[src/rtl/camera_tracker_if.sv]
// rtl/camera_tracker_if.sv - signal bundle between the frame source and the camera tracker
//
// Purpose: groups the per-frame request (vblank_start, char_abs_y) and the
// committed camera results into one bundle.
// Modports:
//   master - frame source side: drives vblank_start, char_abs_y; observes results
//   slave  - camera_tracker side: samples the request, drives camera_y,
//            camera_offset, camera_update, busy, sat
interface camera_tracker_if #(
   parameter int PHY_WIDTH = 14,
   parameter int CAM_WIDTH = 5
);
   logic                 vblank_start;
   logic [PHY_WIDTH-1:0] char_abs_y;
   logic [CAM_WIDTH-1:0] camera_y;
   logic [PHY_WIDTH-1:0] camera_offset;
   logic                 camera_update;
   logic                 busy;
   logic                 sat;

   modport master (
      output vblank_start, char_abs_y,
      input  camera_y, camera_offset, camera_update, busy, sat
   );

   modport slave (
      input  vblank_start, char_abs_y,
      output camera_y, camera_offset, camera_update, busy, sat
   );
endinterface

[src/rtl/camera_tracker.sv]
// rtl/camera_tracker.sv - per-frame camera block tracker with blanking-only commit
//
// Purpose: at each vblank_start pulse, samples the character's absolute Y,
// divides its centre by BLOCK_HEIGHT with a one-step-per-cycle subtract
// divider, and commits the new camera block (with optional hysteresis)
// while still inside vertical blanking.
// Optional feature macro: CAMERA_HYST_EN (hysteresis test in DECIDE).
// Ports:
//   sys_clk  - system clock
//   sys_rst  - asynchronous reset, active-high
//   ifc      - camera_tracker_if.slave:
//              vblank_start (in), char_abs_y (in), camera_y (out),
//              camera_offset (out), camera_update (out), busy (out), sat (out)
module camera_tracker #(
   parameter int PHY_WIDTH    = 14,
   parameter int BLOCK_HEIGHT = 480,
   parameter int CHAR_WIDTH_Y = 32,
   parameter int CAM_WIDTH    = 5,
   parameter int MAX_CAMERA_Y = 31,
   parameter int HYST         = 16
) (
   input  logic             sys_clk,
   input  logic             sys_rst,
   camera_tracker_if.slave  ifc
);

   localparam logic [PHY_WIDTH:0]   BLOCK_R   = (PHY_WIDTH+1)'(BLOCK_HEIGHT);
   localparam logic [PHY_WIDTH:0]   HALF_CHAR = (PHY_WIDTH+1)'(CHAR_WIDTH_Y / 2);
   localparam logic [PHY_WIDTH:0]   HYST_LO   = (PHY_WIDTH+1)'(HYST);
   localparam logic [PHY_WIDTH:0]   HYST_HI   = (PHY_WIDTH+1)'(BLOCK_HEIGHT - 1 - HYST);
   localparam logic [PHY_WIDTH-1:0] BLOCK_P   = PHY_WIDTH'(BLOCK_HEIGHT);
   localparam logic [CAM_WIDTH-1:0] Q_MAX     = CAM_WIDTH'(MAX_CAMERA_Y);

`ifdef CAMERA_HYST_EN
   localparam bit HYST_ON = 1'b1;
`else
   localparam bit HYST_ON = 1'b0;
`endif

   typedef enum logic [1:0] {IDLE, DIVIDE, DECIDE} state_t;

   state_t               state;
   logic [PHY_WIDTH:0]   rem;
   logic [CAM_WIDTH-1:0] q;
   logic                 q_sat;      // this divide stopped on the saturation limit
   logic [CAM_WIDTH-1:0] cam_q;
   logic [PHY_WIDTH-1:0] cam_off;
   logic                 upd_q;
   logic                 busy_q;
   logic                 sat_q;

   logic [PHY_WIDTH:0]   centre;
   logic [PHY_WIDTH-1:0] offset_next;
   logic                 hyst_ok;
   logic                 commit;

   // One extra bit so the centre of a character near the top of the
   // coordinate range cannot wrap.
   assign centre      = {1'b0, ifc.char_abs_y} + HALF_CHAR;
   assign offset_next = PHY_WIDTH'(q) * BLOCK_P;

   // A saturated quotient bypasses hysteresis: rem is then not a true
   // remainder and would make the test meaningless.
   always_comb begin
      hyst_ok = 1'b0;
      commit  = 1'b0;
      hyst_ok = ((q > cam_q) && (rem >= HYST_LO)) ||
                ((q < cam_q) && (rem <= HYST_HI));
      commit  = (q != cam_q) && (q_sat || !HYST_ON || hyst_ok);
   end

   always_ff @(posedge sys_clk or posedge sys_rst) begin
      if (sys_rst) begin
         state   <= IDLE;
         rem     <= '0;
         q       <= '0;
         q_sat   <= 1'b0;
         cam_q   <= '0;
         cam_off <= '0;
         upd_q   <= 1'b0;
         busy_q  <= 1'b0;
         sat_q   <= 1'b0;
      end else begin
         case (state)
            IDLE: begin
               upd_q <= 1'b0;
               if (ifc.vblank_start) begin
                  rem    <= centre;
                  q      <= '0;
                  q_sat  <= 1'b0;
                  busy_q <= 1'b1;
                  state  <= DIVIDE;
               end
            end
            DIVIDE: begin
               if (q == Q_MAX) begin
                  sat_q <= 1'b1;
                  q_sat <= 1'b1;
                  state <= DECIDE;
               end else if (rem >= BLOCK_R) begin
                  rem <= rem - BLOCK_R;
                  q   <= q + CAM_WIDTH'(1);
               end else begin
                  state <= DECIDE;
               end
            end
            DECIDE: begin
               if (commit) begin
                  cam_q   <= q;
                  cam_off <= offset_next;
                  upd_q   <= 1'b1;
               end
               busy_q <= 1'b0;
               state  <= IDLE;
            end
            default: state <= IDLE;
         endcase
      end
   end

   assign ifc.camera_y      = cam_q;
   assign ifc.camera_offset = cam_off;
   assign ifc.camera_update = upd_q;
   assign ifc.busy          = busy_q;
   assign ifc.sat           = sat_q;

endmodule

[src/flat_wrapper.sv]
// flat-port wrapper written by rule: the top's interface ports become plain ports
module camera_tracker_flat 
#(
   parameter int PHY_WIDTH    = 14,
   parameter int BLOCK_HEIGHT = 480,
   parameter int CHAR_WIDTH_Y = 32,
   parameter int CAM_WIDTH    = 5,
   parameter int MAX_CAMERA_Y = 31,
   parameter int HYST         = 16
)
  (sys_clk, sys_rst, ifc_vblank_start, ifc_char_abs_y, ifc_camera_y, ifc_camera_offset, ifc_camera_update, ifc_busy, ifc_sat);
  camera_tracker_if #(.PHY_WIDTH(PHY_WIDTH), .CAM_WIDTH(CAM_WIDTH)) ifc_i ();
  input  logic sys_clk;
  input  logic sys_rst;
  input wire logic [$bits(ifc_i.vblank_start)-1:0] ifc_vblank_start;
  input wire logic [$bits(ifc_i.char_abs_y)-1:0] ifc_char_abs_y;
  output wire logic [$bits(ifc_i.camera_y)-1:0] ifc_camera_y;
  output wire logic [$bits(ifc_i.camera_offset)-1:0] ifc_camera_offset;
  output wire logic [$bits(ifc_i.camera_update)-1:0] ifc_camera_update;
  output wire logic [$bits(ifc_i.busy)-1:0] ifc_busy;
  output wire logic [$bits(ifc_i.sat)-1:0] ifc_sat;
  assign ifc_i.vblank_start = ifc_vblank_start;
  assign ifc_i.char_abs_y = ifc_char_abs_y;
  assign ifc_camera_y = ifc_i.camera_y;
  assign ifc_camera_offset = ifc_i.camera_offset;
  assign ifc_camera_update = ifc_i.camera_update;
  assign ifc_busy = ifc_i.busy;
  assign ifc_sat = ifc_i.sat;
  camera_tracker #(.PHY_WIDTH(PHY_WIDTH), .BLOCK_HEIGHT(BLOCK_HEIGHT), .CHAR_WIDTH_Y(CHAR_WIDTH_Y), .CAM_WIDTH(CAM_WIDTH), .MAX_CAMERA_Y(MAX_CAMERA_Y), .HYST(HYST)) u_core (.sys_clk(sys_clk), .sys_rst(sys_rst), .ifc(ifc_i));
endmodule
[config.mk]
export PLATFORM = sky130hd
export DESIGN_NAME = camera_tracker_flat
export DESIGN_NICKNAME = d
export VERILOG_FILES = /design/src/rtl/camera_tracker_if.sv /design/src/rtl/camera_tracker.sv /design/src/flat_wrapper.sv
export SDC_FILE = /design/constraint.sdc
export NUM_CORES = 1
export LEC_CHECK = 0
export BUFFER_PORTS_ARGS = -buffer_cell sky130_fd_sc_hd__buf_2
export CELL_PAD_IN_SITES_DETAIL_PLACEMENT = 0
export CELL_PAD_IN_SITES_GLOBAL_PLACEMENT = 2
export CORE_ASPECT_RATIO = 0.5
export CORE_MARGIN = 3
export CORE_UTILIZATION = 25
export CTS_CLUSTER_DIAMETER = 60
export DETAILED_ROUTE_END_ITERATION = 8
export GPL_ROUTABILITY_DRIVEN = 0
export PLACE_DENSITY = 0.69
export SKIP_CTS_REPAIR_TIMING = 1
export SLEW_MARGIN = 20
export SYNTH_ARGS = -nofsm -noshare
export SYNTH_HDL_FRONTEND = slang
export SYNTH_SLANG_ARGS = --single-unit
[constraint.sdc]
create_clock -name sys_clk -period 5 [get_ports sys_clk]
set_input_delay 0 -clock sys_clk [delete_from_list [all_inputs] [get_ports sys_clk]]
set_output_delay 0 -clock sys_clk [all_outputs]
set_load 0.005 [all_outputs]
[Word-level counts from Yosys, hierarchy flattened]
Cells that the tools add are included.
W data, S select, Z words.
Operators by class
  add/subtract/negate cells: 3
  multipliers: 1
  magnitude comparators: 1
  equal/unequal tests: 9
  muxes and demuxes: 16
  reductions and logical operators: 9
Operators with widths (number)
  $mux W15: 3
  $pmux W15 S2: 1
  $add A14 B5 Y15 const B: 1
  $ge A15 B9 Y1 const B: 1
  $mux W5: 3
  $sub A15 B9 Y15 const B: 1
  $pmux W5 S2: 1
  $reduce_and A2 Y1: 5
  $mul A5 B4 Y9 const B: 1
  $mux W2: 3
  $add A5 B1 Y5 const B: 1
  $eq A5 B5 Y1 const B: 1
  $ne A5 B5 Y1: 1
  $ne A2 B1 Y1 const B: 2
  $ne A2 B2 Y1 const B: 2
  $pmux W1 S2: 2
  $pmux W2 S2: 1
  $reduce_and A4 Y1: 1
  $reduce_bool A2 Y1: 2
  $ne A3 B2 Y1 const B: 1
  $eq A2 B1 Y1 const B: 1
  $eq A2 B2 Y1 const B: 1
  $logic_not A2 Y1: 1
  $mux W1: 2
Word-level totals
  register bits: 39
  input bits: 17
  output and inout port bits: 22
  word-level logic and storage cells: 47

[Logic depth before layout (Yosys ltp)]
  depth in word-level cells: 4
  depth in mapped cells: 10
  gate-level depth less buffers: 10

[Worst setup path before layout]
No wires, ideal clock.
  kind: register to register
  start point: register u_core.q[2]
  end point: register u_core.cam_off[13] (netlist: u_core.ifc.camera_offset[13])
  setup time: 0.120 ns
  arrival time: 2.955 ns
  required time: 4.880 ns
  slack: 1.925 ns
  cell stages (with the launch flop): 11
  buffers on the path: 0
  clock period less this slack: 3.075 ns
  cell sequence: dfrtp_1 -> inv_1 -> fa_1 -> fa_1 -> inv_1 -> ha_1 -> a21oi_1 -> o21ai_1 -> o21a_1 -> or3_1 -> a31o_2
On the way
  word-level cells in the longest chain between the ends: 2
  elaborated cells between the ends (all ways): 3
  those cells by class: mul (1); eq/ne (1); reduce/logical (1)
RTL lines
  start: declaration: line camera_tracker.sv:44  | logic [CAM_WIDTH-1:0] q;
  start signal: assignment: line camera_tracker.sv:102  | q <= q + CAM_WIDTH'(1);
  branches (longest 2 deep; another with $mul A5 B4 Y9)
  end signal: assignment: line camera_tracker.sv:110  | cam_off <= offset_next;
  end: declaration: line camera_tracker.sv:47  | logic [PHY_WIDTH-1:0] cam_off;
Several ways; the timed one is not identified.
A chain may end at the register's enable or synchronous reset.

[Worst setup path in the final report]
Ends and elaborated chain as after synthesis.

==> results.sh <==
export IMPL_tritoncts="yes"
export IMPL_placed_cell_area_um2=2754
export IMPL_pwr_density_cell_nw_per_um2=629.0
export IMPL_drtAntennaViolNets=0
export IMPL_stdcell_area_um2=2983
export IMPL_fp_dieW_um=146.4
export IMPL_rows=24
export IMPL_finalHoldViolCount=1
export IMPL_first_iter_violations=109
export IMPL_core_area_um2=9129
export IMPL_avgSynthCellArea_um2=9.743
export IMPL_synth_seq_cells=38
export IMPL_maxSlewHeadroom_pct=59.10
export IMPL_violations="hold timing"
export IMPL_max_vdd_ir_drop_uv=165.1
export IMPL_critPathArrivalTime_ns=3.41
export IMPL_end_kind="flip-flop"
export IMPL_yosysMostFrequentCell="dfrtp_1"
export IMPL_critPathRequiredTime_ns=5.17
export IMPL_initial_utilization_pct=27.00
export IMPL_synthArstFlopShare_pct=100.0
export IMPL_placedCellCount=410
export IMPL_cpMaxStageDelayCell="dfrtp_1"
export IMPL_cts_reportedPaths_clkPinSlew_ns=0.06
export IMPL_worst_pin_slew_ns=0.6135
export IMPL_die_area_um2=11160
export IMPL_synth_top_area_cell="dfrtp_1"
export IMPL_clk_insertion_delay_late_ns=0.28
export IMPL_first_pass_iters=4
export IMPL_min_path_type="in2reg"
export IMPL_hpwl_um=4088
export IMPL_grt_pass1_wl_um=9625
export IMPL_clk_path_buf_depth=2
export IMPL_nNetsFinal=334
export IMPL_syn2layout_area_growth_pct=21.02
export IMPL_setup_tns_final_ns=0
export IMPL_grt_pass1_vias=1898
export IMPL_period_minus_slack_ns=3.241
export IMPL_setup_violations=0
export IMPL_overflow=0
export IMPL_synth_edf_count=0
export IMPL_clock_sinks=38
export IMPL_grt_max_degree=39
export IMPL_grtUsageTotal_pct=10.62
export IMPL_fp_dieH_um=76.21
export IMPL_vias_per_cell=4.506
export IMPL_netlist_area_um2=2465
export IMPL_status="finished, violations left"
export IMPL_drc_errors=0
export IMPL_ys_warn_count=0
export IMPL_synth_top_cell_area_share_pct=38.58
export IMPL_synth_top_flop_cell="dfrtp_1"
export IMPL_finalCritPeriodShare_pct=64.82
export IMPL_cts_buffers_inserted=5
export IMPL_max_freq_mhz=308.5
export IMPL_htree_levels=2
export IMPL_crit_type="reg2reg"
export IMPL_stdcell_count=423
export IMPL_critPathLaunchType="flip-flop"
export IMPL_power_total_w=0.001876
export IMPL_whs_ns=-0.01036
export IMPL_max_cap_viol_count=0
export IMPL_rsz0062_at_grt="false"
export IMPL_cp_max_fo=10
export IMPL_antennaDiodeCount=0
export IMPL_r2r_slack_ns=1.76
export IMPL_fin_skew_ns=0.005111
export IMPL_crit_chain="inv_1 > fa_1 > fa_1 > inv_1 > ha_1 > a21oi_1 > o21ai_1 > o21a_1 > or3_1 > a31o_2"
export IMPL_drive_gt1_share_pct=19.11
export IMPL_synth_top_cells_by_count="38 x dfrtp_1, 34 x nand2_1, 17 x ha_1, 15 x nor2_1"
export IMPL_synth_area_top_cells="dfrtp_1 39%, ha_1 8.6%, fa_1 5.7%, nand2_1 5.2%, xnor2_1 3.6%"
export IMPL_ys_seq_area_share_pct=38.58
export IMPL_slew_viol_final=0
export IMPL_antenna_found_initial=0
export IMPL_post_drt_wl_per_cell_um=13.19
export IMPL_vias=1906
export IMPL_routed_wl_um=5578
export IMPL_syn_inst=253
export IMPL_slowest_delay_ns=0.56
export IMPL_port_buffers=33
export IMPL_power_leakage_nw=1.454
export IMPL_io_pins=39
export IMPL_cts_root_buf="clkbuf_16"
export IMPL_synthDistinctLibCells=50
power breakdown:
group	total [W]	internal (W)	leakage (nW)	switching, W
Sequential	0.000575	0.000423	0.483	0.000153
Clock	0.000368	0.000246	0.0829	0.000122
Combinational	0.000933	0.000423	0.888	0.000510
Total	0.00188	0.00109	1.45	0.000784
worst max-delay path: cells and delay by family (launching register included):
| kind | cells | cell delay [ns] |
|---|---|---|
| AOI/OAI and AO/OA | 4 | 0.72 |
| adders and majority gates | 3 | 1.34 |
| and+or+nand+nor | 1 | 0.30 |
| buffers and inverters | 2 | 0.20 |
| DFF | 1 | 0.56 |
per-stage QoR:
step	utilization, %	setup slack (ns)
after floorplan	-	1.925
after global placement	30.17	1.770
after detailed placement	30.17	1.744
after CTS	32.02	1.724
after global routing	32.68	1.552
final	32.68	1.759
routing by layer:
metal | part of all wire, % | vias up | wire [um] | global-route usage, %
met2 | 44 | 52 | 2460 | 16.37
li1 | - | 948 | - | -
met1 | 49 | 898 | 2745 | 14.64
met5 | 0 | - | 0 | 0
met4 | 1.5 | 0 | 82 | 3.096
met3 | 5.2 | 8 | 289 | 2.852
registers in the layout (all words and copies together) (netlist names):
| name | flops |
|---|---|
| u_core.q | 5 |
| u_core.ifc.camera_offset | 8 |
| u_core.ifc.camera_update | 1 |
| u_core.ifc.sat | 1 |
| u_core.ifc.busy | 1 |
| u_core.rem | 15 |
| u_core.ifc.camera_y | 5 |
| u_core.state | 2 |
placed cells by master (no fill, tap or decap), types with 7 or more instances in the layout:
cell type and count:
a21oi_1 12, fa_1 7, o21ai_0 9, buf_2 33, dfrtp_1 38, nor2_1 15
ha_1 17, xnor2_1 10, mux2_1 7, inv_1 14, nand3_1 14, nand2_1 34
kinds of logic (layout without fill, tap and decap cells):
group,count (synthesis),count (layout),synth area share [%]
AOI/OAI and AO/OA,46,46,12.08
xor gates and xnor gates,16,16,5.685
adders and majority gates,24,24,14.31
buffers and inverters,27,63,5.075
DFF,38,38,38.58
muxes,14,14,6.294
other,1,5,0.1521
and+or+nand+nor,87,87,17.82
area by class of cell:
class                      instances  area, um2
tap                              130      162.7
fill                             965       6146
sequential                        38      950.9
timing repair buffer              41      240.2
multi-input combinational        192       1404
clock inverter                     1      30.03
inverter                          15      56.30
clock buffer                       6      138.9
worst paths after layout:
kind,depth (start not counted),end,startpoint
max in group asynchronous,4,u_core.rem[3]$_DFFE_PP0P_,sys_rst
min in group asynchronous,4,u_core.ifc.camera_offset[6]$_DFFE_PP0P_,sys_rst
max,10,u_core.ifc.camera_offset[13]$_DFFE_PP0P_,u_core.q[2]$_DFFE_PP0P_
min reg2reg,1,u_core.ifc.sat$_DFFE_PP0P_,u_core.ifc.sat$_DFFE_PP0P_
max reg2reg,10,u_core.ifc.camera_offset[13]$_DFFE_PP0P_,u_core.q[2]$_DFFE_PP0P_
min,3,u_core.ifc.busy$_DFFE_PP0P_,ifc_vblank_start
(Power assumes the default switching activity.)
